**src/rtl/ddr3_emif_arbiter_if.sv**
```systemverilog
// Bundle between the DDR3 EMIF arbiter, its two pattern requesters and the EMIF Avalon-MM port.
// master: arbiter view (drives grants, read return and EMIF commands); slave: requesters + EMIF view.
// Signals: rd_* read requester, wr_* write requester, ddr_emif_* Avalon-MM command/response.
interface ddr3_emif_arbiter_if;
    // read requester
    logic         rd_req;
    logic [21:0]  rd_addr;
    logic [4:0]   rd_burst;
    logic         rd_gnt;
    logic [255:0] rd_data;
    logic         rd_data_valid;
    // write requester
    logic         wr_req;
    logic [21:0]  wr_addr;
    logic [4:0]   wr_burst;
    logic [255:0] wr_data;
    logic [31:0]  wr_be;
    logic         wr_data_ack;
    logic         wr_done;
    logic [7:0]   rd_outstanding;
    // EMIF Avalon-MM
    logic         ddr_emif_ready;
    logic [255:0] ddr_emif_read_data;
    logic         ddr_emif_rddata_valid;
    logic         ddr_emif_read;
    logic         ddr_emif_write;
    logic [21:0]  ddr_emif_addr;
    logic [255:0] ddr_emif_write_data;
    logic [31:0]  ddr_emif_byte_enable;
    logic [4:0]   ddr_emif_burst_count;

    modport master (
        input  rd_req, rd_addr, rd_burst,
        output rd_gnt, rd_data, rd_data_valid,
        input  wr_req, wr_addr, wr_burst, wr_data, wr_be,
        output wr_data_ack, wr_done, rd_outstanding,
        input  ddr_emif_ready, ddr_emif_read_data, ddr_emif_rddata_valid,
        output ddr_emif_read, ddr_emif_write, ddr_emif_addr, ddr_emif_write_data,
        output ddr_emif_byte_enable, ddr_emif_burst_count
    );

    modport slave (
        output rd_req, rd_addr, rd_burst,
        input  rd_gnt, rd_data, rd_data_valid,
        output wr_req, wr_addr, wr_burst, wr_data, wr_be,
        input  wr_data_ack, wr_done, rd_outstanding,
        output ddr_emif_ready, ddr_emif_read_data, ddr_emif_rddata_valid,
        input  ddr_emif_read, ddr_emif_write, ddr_emif_addr, ddr_emif_write_data,
        input  ddr_emif_byte_enable, ddr_emif_burst_count
    );
endinterface

```
**src/rtl/ddr3_emif_arbiter.sv**
```systemverilog
// Purpose: shares one DDR3 EMIF Avalon-MM port between a pattern reader (priority) and a pattern writer.
// Latency: one ARB decision cycle, then the command strobe; read data returned 1 cycle after EMIF valid.
// Backpressure: ddr_emif_ready=0 holds the current command/beat indefinitely; reads also stall at the in-flight cap.
// Ports: ddr_emif_clk, ddr_emif_rst_n (async, active-low), bus (ddr3_emif_arbiter_if.master).
module ddr3_emif_arbiter #(
    parameter int MAX_BURST       = 16,
    parameter int MAX_OUTSTANDING = 64,
    parameter int WR_STARVE_LIMIT = 4
) (
    input  logic                   ddr_emif_clk,
    input  logic                   ddr_emif_rst_n,
    ddr3_emif_arbiter_if.master    bus
);
    localparam int         SW    = $clog2(WR_STARVE_LIMIT + 1);
    localparam logic [4:0] MAX_B = 5'(MAX_BURST);

    typedef enum logic [1:0] {ARB, RD, WR} state_t;

    state_t         state_q;
    logic           read_q, write_q;
    logic [21:0]    addr_q;
    logic [4:0]     burst_q;
    logic [4:0]     beat_q;
    logic [SW-1:0]  starve_q;
    logic [7:0]     out_q, out_d;
    logic [255:0]   rdata_q;
    logic           rvld_q;

    logic [4:0]     rd_norm, wr_norm;
    logic [8:0]     rd_sum;
    logic           rd_elig, rd_gnt, wr_ack, wr_last;

    function automatic logic [4:0] norm_burst(input logic [4:0] b);
        if (b == 5'd0)
            return 5'd1;
        else if (b > MAX_B)
            return MAX_B;
        else
            return b;
    endfunction

    assign rd_norm = norm_burst(bus.rd_burst);
    assign wr_norm = norm_burst(bus.wr_burst);
    // A read may only start if its whole burst fits under the in-flight cap.
    assign rd_sum  = {1'b0, out_q} + {4'b0, rd_norm};
    assign rd_elig = bus.rd_req && (rd_sum <= 9'(MAX_OUTSTANDING));
    assign rd_gnt  = read_q && bus.ddr_emif_ready;
    assign wr_ack  = write_q && bus.ddr_emif_ready;
    assign wr_last = (beat_q == burst_q - 5'd1);

    // Accepted burst and a returning beat can land in the same cycle; the
    // decrement is skipped at zero so stale beats after reset cannot underflow.
    always_comb begin
        out_d = out_q + (rd_gnt ? {3'b0, burst_q} : 8'd0);
        if (bus.ddr_emif_rddata_valid && (out_d != 8'd0))
            out_d = out_d - 8'd1;
    end

    always_ff @(posedge ddr_emif_clk or negedge ddr_emif_rst_n) begin
        if (!ddr_emif_rst_n) begin
            state_q  <= ARB;
            read_q   <= 1'b0;
            write_q  <= 1'b0;
            addr_q   <= '0;
            burst_q  <= 5'd1;
            beat_q   <= '0;
            starve_q <= '0;
        end else begin
            case (state_q)
                ARB: begin
                    // Reads win unless the writer has been passed over LIMIT times in a row.
                    if (rd_elig && !(bus.wr_req && starve_q == SW'(WR_STARVE_LIMIT))) begin
                        state_q <= RD;
                        read_q  <= 1'b1;
                        addr_q  <= bus.rd_addr;
                        burst_q <= rd_norm;
                        if (bus.wr_req)
                            starve_q <= starve_q + SW'(1);
                    end else if (bus.wr_req) begin
                        state_q  <= WR;
                        write_q  <= 1'b1;
                        addr_q   <= bus.wr_addr;
                        burst_q  <= wr_norm;
                        beat_q   <= '0;
                        starve_q <= '0;
                    end
                end
                RD: begin
                    if (bus.ddr_emif_ready) begin
                        read_q  <= 1'b0;
                        state_q <= ARB;
                    end
                end
                WR: begin
                    // wr_req is ignored here: a started burst always runs to completion.
                    if (bus.ddr_emif_ready) begin
                        if (wr_last) begin
                            write_q <= 1'b0;
                            beat_q  <= '0;
                            state_q <= ARB;
                        end else begin
                            beat_q <= beat_q + 5'd1;
                        end
                    end
                end
                default: begin
                    state_q <= ARB;
                    read_q  <= 1'b0;
                    write_q <= 1'b0;
                end
            endcase
        end
    end

    always_ff @(posedge ddr_emif_clk or negedge ddr_emif_rst_n) begin
        if (!ddr_emif_rst_n) begin
            out_q   <= '0;
            rdata_q <= '0;
            rvld_q  <= 1'b0;
        end else begin
            out_q   <= out_d;
            rdata_q <= bus.ddr_emif_read_data;
            rvld_q  <= bus.ddr_emif_rddata_valid;
        end
    end

    assign bus.rd_gnt               = rd_gnt;
    assign bus.rd_data              = rdata_q;
    assign bus.rd_data_valid        = rvld_q;
    assign bus.wr_data_ack          = wr_ack;
    assign bus.wr_done              = wr_ack && wr_last;
    assign bus.rd_outstanding       = out_q;
    assign bus.ddr_emif_read        = read_q;
    assign bus.ddr_emif_write       = write_q;
    assign bus.ddr_emif_addr        = addr_q;
    assign bus.ddr_emif_burst_count = burst_q;
    assign bus.ddr_emif_write_data  = write_q ? bus.wr_data : '0;
    assign bus.ddr_emif_byte_enable = write_q ? bus.wr_be : '1;
endmodule

```
**src/flat_wrapper.sv**
```systemverilog
// flat-port wrapper written by rule: the top's interface ports become plain ports
module ddr3_emif_arbiter_flat 
#(
    parameter int MAX_BURST       = 16,
    parameter int MAX_OUTSTANDING = 64,
    parameter int WR_STARVE_LIMIT = 4
)
  (ddr_emif_clk, ddr_emif_rst_n, bus_rd_req, bus_rd_addr, bus_rd_burst, bus_rd_gnt, bus_rd_data, bus_rd_data_valid, bus_wr_req, bus_wr_addr, bus_wr_burst, bus_wr_data, bus_wr_be, bus_wr_data_ack, bus_wr_done, bus_rd_outstanding, bus_ddr_emif_ready, bus_ddr_emif_read_data, bus_ddr_emif_rddata_valid, bus_ddr_emif_read, bus_ddr_emif_write, bus_ddr_emif_addr, bus_ddr_emif_write_data, bus_ddr_emif_byte_enable, bus_ddr_emif_burst_count);
  ddr3_emif_arbiter_if bus_i ();
  input  logic ddr_emif_clk;
  input  logic ddr_emif_rst_n;
  input wire logic [$bits(bus_i.rd_req)-1:0] bus_rd_req;
  input wire logic [$bits(bus_i.rd_addr)-1:0] bus_rd_addr;
  input wire logic [$bits(bus_i.rd_burst)-1:0] bus_rd_burst;
  output wire logic [$bits(bus_i.rd_gnt)-1:0] bus_rd_gnt;
  output wire logic [$bits(bus_i.rd_data)-1:0] bus_rd_data;
  output wire logic [$bits(bus_i.rd_data_valid)-1:0] bus_rd_data_valid;
  input wire logic [$bits(bus_i.wr_req)-1:0] bus_wr_req;
  input wire logic [$bits(bus_i.wr_addr)-1:0] bus_wr_addr;
  input wire logic [$bits(bus_i.wr_burst)-1:0] bus_wr_burst;
  input wire logic [$bits(bus_i.wr_data)-1:0] bus_wr_data;
  input wire logic [$bits(bus_i.wr_be)-1:0] bus_wr_be;
  output wire logic [$bits(bus_i.wr_data_ack)-1:0] bus_wr_data_ack;
  output wire logic [$bits(bus_i.wr_done)-1:0] bus_wr_done;
  output wire logic [$bits(bus_i.rd_outstanding)-1:0] bus_rd_outstanding;
  input wire logic [$bits(bus_i.ddr_emif_ready)-1:0] bus_ddr_emif_ready;
  input wire logic [$bits(bus_i.ddr_emif_read_data)-1:0] bus_ddr_emif_read_data;
  input wire logic [$bits(bus_i.ddr_emif_rddata_valid)-1:0] bus_ddr_emif_rddata_valid;
  output wire logic [$bits(bus_i.ddr_emif_read)-1:0] bus_ddr_emif_read;
  output wire logic [$bits(bus_i.ddr_emif_write)-1:0] bus_ddr_emif_write;
  output wire logic [$bits(bus_i.ddr_emif_addr)-1:0] bus_ddr_emif_addr;
  output wire logic [$bits(bus_i.ddr_emif_write_data)-1:0] bus_ddr_emif_write_data;
  output wire logic [$bits(bus_i.ddr_emif_byte_enable)-1:0] bus_ddr_emif_byte_enable;
  output wire logic [$bits(bus_i.ddr_emif_burst_count)-1:0] bus_ddr_emif_burst_count;
  assign bus_i.rd_req = bus_rd_req;
  assign bus_i.rd_addr = bus_rd_addr;
  assign bus_i.rd_burst = bus_rd_burst;
  assign bus_rd_gnt = bus_i.rd_gnt;
  assign bus_rd_data = bus_i.rd_data;
  assign bus_rd_data_valid = bus_i.rd_data_valid;
  assign bus_i.wr_req = bus_wr_req;
  assign bus_i.wr_addr = bus_wr_addr;
  assign bus_i.wr_burst = bus_wr_burst;
  assign bus_i.wr_data = bus_wr_data;
  assign bus_i.wr_be = bus_wr_be;
  assign bus_wr_data_ack = bus_i.wr_data_ack;
  assign bus_wr_done = bus_i.wr_done;
  assign bus_rd_outstanding = bus_i.rd_outstanding;
  assign bus_i.ddr_emif_ready = bus_ddr_emif_ready;
  assign bus_i.ddr_emif_read_data = bus_ddr_emif_read_data;
  assign bus_i.ddr_emif_rddata_valid = bus_ddr_emif_rddata_valid;
  assign bus_ddr_emif_read = bus_i.ddr_emif_read;
  assign bus_ddr_emif_write = bus_i.ddr_emif_write;
  assign bus_ddr_emif_addr = bus_i.ddr_emif_addr;
  assign bus_ddr_emif_write_data = bus_i.ddr_emif_write_data;
  assign bus_ddr_emif_byte_enable = bus_i.ddr_emif_byte_enable;
  assign bus_ddr_emif_burst_count = bus_i.ddr_emif_burst_count;
  ddr3_emif_arbiter #(.MAX_BURST(MAX_BURST), .MAX_OUTSTANDING(MAX_OUTSTANDING), .WR_STARVE_LIMIT(WR_STARVE_LIMIT)) u_core (.ddr_emif_clk(ddr_emif_clk), .ddr_emif_rst_n(ddr_emif_rst_n), .bus(bus_i));
endmodule
```
**config.mk**
```make
export PLATFORM = sky130hd
export DESIGN_NAME = ddr3_emif_arbiter_flat
export DESIGN_NICKNAME = d
export VERILOG_FILES = /design/src/rtl/ddr3_emif_arbiter_if.sv /design/src/rtl/ddr3_emif_arbiter.sv /design/src/flat_wrapper.sv
export SDC_FILE = /design/constraint.sdc
export NUM_CORES = 1
export LEC_CHECK = 0
export ABC_CLOCK_PERIOD_IN_PS = 3950
export CAP_MARGIN = 0
export CORE_AREA = 3 3 459 461
export CTS_BUF_LIST = sky130_fd_sc_hd__clkbuf_8 sky130_fd_sc_hd__clkbuf_16
export CTS_CLUSTER_DIAMETER = 80
export DETAILED_ROUTE_END_ITERATION = 6
export DIE_AREA = 0 0 462 464
export PLACE_DENSITY = 0.3
export SLEW_MARGIN = 20
export SYNTH_ARGS = -nofsm -noshare
export SYNTH_HDL_FRONTEND = slang
export SYNTH_SLANG_ARGS = --single-unit
```
**constraint.sdc**
```tcl
create_clock -name ddr_emif_clk -period 3.95 [get_ports ddr_emif_clk]
set_clock_uncertainty 0.05 [all_clocks]
set_input_delay 0.5925 -clock ddr_emif_clk [delete_from_list [all_inputs] [get_ports ddr_emif_clk]]
set_output_delay 0.5925 -clock ddr_emif_clk [all_outputs]
set_load 0.02 [all_outputs]
```
After elaboration in Yosys (flattened, before gate mapping):

Cells that the tools add are included.

* flip-flop bits (word level): 304
* word-level logic and storage cells: 86

* add/subtract/negate cells: 6
* order comparisons: 3
* equal/unequal tests: 11
* muxes and demuxes: 34
* bitwise operators: 2
* reductions and logical operators: 20

Operator list (count)
* 256-bit 2-to-1 mux: 1
* 5-bit 2-to-1 mux: 11
* 22-bit 2-to-1 mux: 2
* 32-bit 2-to-1 mux: 1
* 5-bit greater-than comparator (second input constant): 2
* 5-bit logical NOT: 2
* 2-bit 2-to-1 mux: 5
* 5-bit one-hot mux with 2 select lines: 1
* 8-bit by 5-bit adder with 9-bit output: 1
* 9-bit by 7-bit <= comparator with 1-bit output (second input constant): 1
* 3-bit 2-to-1 mux: 3
* 8-bit adder: 1
* 8-bit 2-to-1 mux: 1
* 2-bit != test (second input constant): 4
* 4-bit AND reduction: 2
* 8-bit nonzero test: 1
* 8-bit by 1-bit subtractor with 8-bit output (second input constant): 1
* 1-bit logical AND: 7
* 1-bit 2-to-1 mux: 6
* 1-bit one-hot mux with 3 select lines: 2
* 2-bit one-hot mux with 3 select lines: 1
* 5-bit by 1-bit adder with 5-bit output (second input constant): 1
* 5-bit == test: 1
* 5-bit AND reduction: 1
* 13 further kinds: 17

Longest topological paths before layout:

* depth in word-level cells: 9
* depth in mapped cells: 15
* mapped depth without buffers: 13

Worst setup path before layout:

OpenSTA, ideal clock, no wires.

* kind: input to register
* start point: input bus_ddr_emif_ready
* end point: register u_core.out_q[1] (netlist: u_core.bus.rd_outstanding[1])
* setup time: 0.079 ns
* data arrival time: 2.939 ns
* data required time: 3.821 ns
* slack: 0.882 ns
* stages: 12
* path buffers: 0
* cells stage by stage: inv_1 nor3_1 ha_1 fa_1 a21o_1 a21oi_2 nor2b_1 o21a_1 xor2_1 or4_4 nand2_1 mux2i_1

* longest elaborated chain between the ends: 6
* elaborated cells on any way between the ends: 7

Ends and longest elaborated chain
* start, declared: line flat_wrapper.sv:26 `input wire logic [$bits(bus_i.ddr_emif_ready)-1:0] bus_ddr_emif_ready;`
* 1-bit logical AND *: line ddr3_emif_arbiter.sv:47 `assign rd_gnt = read_q && bus.ddr_emif_ready;`
* 5-bit 2-to-1 mux *: line ddr3_emif_arbiter.sv:54 `out_d = out_q + (rd_gnt ? {3'b0, burst_q} : 8'd0);`
* 8-bit adder *: line ddr3_emif_arbiter.sv:54
* parallel branches: the longest is 2 deep, another holds 8-bit by 1-bit subtractor with 8-bit output
* 8-bit 2-to-1 mux *: line ddr3_emif_arbiter.sv:55 `if (bus.ddr_emif_rddata_valid && (out_d != 8'd0))`
* via u_core.out_d[1]: line ddr3_emif_arbiter.sv:25 `logic [7:0] out_q, out_d;`
* end signal, assigned: line ddr3_emif_arbiter.sv:121 `out_q <= out_d;`
* end, declared: line ddr3_emif_arbiter.sv:25

Mark *: on every way through the listed nets, which the timed path passes.
A chain may end at the register's enable or synchronous reset.

Worst setup path after layout:

* start point: register u_core.burst_q[0] (netlist: u_core.bus.ddr_emif_burst_count[0])
* end point: output bus_wr_done

* longest elaborated chain between the ends: 3

Ends and longest elaborated chain
* start, declared: line ddr3_emif_arbiter.sv:22 `logic [4:0] burst_q;`
* start signal, assigned: line ddr3_emif_arbiter.sv:76 `burst_q <= rd_norm;`
* start signal, assigned: line ddr3_emif_arbiter.sv:83 `burst_q <= wr_norm;`
* 5-bit by 1-bit subtractor with 5-bit output: line ddr3_emif_arbiter.sv:49 `assign wr_last = (beat_q == burst_q - 5'd1);`
* 5-bit == test: line ddr3_emif_arbiter.sv:49
* 1-bit logical AND: line ddr3_emif_arbiter.sv:131 `assign bus.wr_done = wr_ack && wr_last;`
* end, declared: line flat_wrapper.sv:24 `output wire logic [$bits(bus_i.wr_done)-1:0] bus_wr_done;`

No other way between the ends.

==> impl_metrics.yaml <==
synthesis:
  synth_compound_area_frac: 0.0430
  yosysUniqueCellTypes: 60
  ys_ff_latch: 304
  synthSimpleGateAreaFrac: 0.206
  yosysWarnings: 0
  synth_flop_cell: "dfrtp_1"
  synthArstFlopShare: 1.00
  synth_top_family_by_area: "simple AND/OR/NAND/NOR gates"
  synth_xor_area_frac: 0.0138
  syn_avg_cell_area_um2: 12.8
  yosys.area.top_type_share: 0.662
  yosys.area.top_type: "dfrtp_1"
  synth_area_um2: 11500
  synth_edf_count: 0
  ys_seq_area_frac: 0.664
  syn_inst: 897
  synth.most_common_cell: "dfrtp_1"
  synth.top_cells.by_area: "dfrtp_1 66%, and2_1 14%, mux2i_1 2.8%, nand2b_1 2.0%, ha_1 1.7%"
  synthMuxAreaShare: 0.0289
  synthTopCellsByCount: "303 x dfrtp_1, 256 x and2_1, 38 x nand2_1"
  synthAdderAreaFrac: 0.0210
  syn_nets: 1519
placement:
  routabilityCongestion: 0.831
  dp.cells: 4765
  placed_area_um2: 26800
  port_buffers: 1188
  hpwl_um: 88100
floorplan:
  initial_core_util: 0.0554
  die_w_um: 462
  die_area_um2: 214000
  die_y_um: 464
  ios: 1189
  rows: 167
  core_um2: 207000
setup_path:
  critical_path_class: "flop to primary output"
  critPathArrivalTime_ns: 2.89
  crit_required_ns: 3.31
  worst-path-max-fanout: 5
  start_kind: "flop"
  end_kind: "primary output"
global_route:
  grt_pass1_vias: 12999
  grt-ovfl-total: 0
  antenna_found_initial: 42
  grt_first_pass_wirelength_um: 125000
  grtUsageTotal: 0.0871
  grt_max_degree: 90
sta:
  drv_slew: 0
  setup_violations: 0
  min_period_ns: 3.53
  finalHoldViolCount: 0
  holdWs_ns: 0.382
  finalCritPeriodShare: 0.895
  worst_pin_slew_ns: 0.709
  rsz0062_at_grt: "false"
  tns_ns: 0
  fmax_mhz: 283
  relSlewSlack: 0.527
clocking:
  cts_buffer_depth: 3
  cts.sinks: 304
  cts_tree: "yes"
  path_clk_slew_ns: 0.07
  htreeDepth: 2
  worst_skew_pair.late_latency_ns: 0.58
  cts_buffers: 39
  root_buffer: "clkbuf_16"
route:
  drc_errors: 0
  viasPerCell: 2.43
  drt_wl_total_um: 99000
  first_pass_iters: 4
  drtIter0Drc: 300
  routedWlPerCell_um: 20.5
  ant_nets: 0
  vias: 11745
cells_and_area:
  final_area_um2: 28200
  layout-drive-gt1-share: 0.0507
  multi_input_area_um2: 3590
  syn_to_final_growth_pct: 146
  n_fill_cell: 23263
  regArea_um2: 7610
  nNetsFinal: 2725
  final_cells: 4838
pwr:
  power.density_nw_per_um2: 521
  peakVddDrop_v: 0.000387
  leakage_nw: 10.7
hold_path:
  hp-class: "input port to flop"
flow_run:
  cap_violations: 0
run_status:
  status: "finished clean"
-- critical path: stages (launching register included) --
cell and delay, ns:
dfstp_2 0.60, inv_1 0.08, ha_1 0.20, nor2b_1 0.15
o21ba_2 0.22, a211oi_1 0.21, o2111ai_1 0.28, nor2_1 0.16
dlygate4sd2_1 0.41
-- repair_timing --
action | CTS | global route
endpoints found under the hold margin | 60 | 0
gates resized for setup | 1 | 0
hold buffers | 1 | 0
setup buffers | 0 | 0
setup endpoints to repair | 1 | 0
-- cells in the final DEF (no fill, tap or decap), types with 3 or more instances in the layout --
cell type        instances
clkdlybuf4s50_1       1185
dfrtp_1                302
and2_1                 256
clkbuf_16               39
nand2_1                 38
nand2b_1                36
mux2i_1                 32
o21ai_1                 21
inv_1                   18
ha_1                    16
o21ai_0                 15
buf_4                   13
nor2b_1                 10
nor2_1                  10
nor3_1                   9
xnor2_1                  9
nand3_1                  9
xor2_1                   9
buf_12                   8
and3_1                   6
clkbuf_8                 6
bufinv_16                6
a21oi_1                  5
a21o_1                   4
clkinv_2                 4
a21oi_2                  3
o21bai_1                 3
nor3b_1                  3
o2111ai_1                3
inv_6                    3
clkinvlp_4               3
-- flip-flops by register name, summed over array words and instances, names as in the netlist --
register                         count
u_core.state_q                       2
u_core.beat_q                        5
u_core.bus.ddr_emif_burst_count      5
u_core.bus.ddr_emif_write            1
u_core.bus.rd_outstanding            8
u_core.bus.ddr_emif_addr            22
u_core.bus.rd_data                 256
u_core.bus.rd_data_valid             1
u_core.starve_q                      3
u_core.bus.ddr_emif_read             1
-- metal layers --
metal  wire, µm  GRT usage
met3      11300     0.0370
met4       2650     0.0223
met2      53100      0.169
met5         48          0
met1      32000     0.0822
-- per-stage QoR --
step                utilization  power [W]  setup slack, ns
global placement          0.129     0.0111            0.176
finish                    0.136     0.0147            0.415
floorplan                     -    0.00677            0.882
CTS                       0.136     0.0151            0.256
global route              0.136     0.0156            0.240
detailed placement        0.129     0.0110            0.122
-- area by class of cell --
type	count	area share
diodes	2	0.000178
clock buffers	45	0.0376
clock inverters	25	0.0115
inverters	14	0.00186
multi-input cells	535	0.127
flip-flops and latches	304	0.270
well taps	2704	0.120
repair buffers	1209	0.431
-- cells by family after synthesis --
kind of cell,Yosys count
and+or+nand+nor,393
DFF,304
AOI/OAI and AO/OA,73
buffers and inverters,58
muxes,33
xor gates and xnor gates,18
adders and majority gates,18
-- power by group --
part | switching (W) | internal [W]
Clock | 0.00156 | 0.00234
Combinational | 0.00377 | 0.00318
Sequential | 0.000389 | 0.00345
Total | 0.00571 | 0.00896
-- path summary, 6_finish.rpt --
path                                               startpoint                                 end  slack (ns)  cells past startpoint
setup / recovery           u_core.bus.ddr_emif_burst_count[0]                         bus_wr_done        0.42                      8
hold / removal                    bus_ddr_emif_read_data[161]             u_core.bus.rd_data[161]        0.38                      1
setup reg to reg                     u_core.bus.ddr_emif_read        u_core.bus.rd_outstanding[1]        0.76                     12
hold reg to reg                   u_core.bus.ddr_emif_addr[3]         u_core.bus.ddr_emif_addr[3]        0.43                      2
max in group asynchronous                      ddr_emif_rst_n  u_core.bus.ddr_emif_burst_count[0]        2.34                      3
min in group asynchronous                      ddr_emif_rst_n              u_core.bus.rd_data[30]        0.55                      2
(Power assumes the default switching activity.)
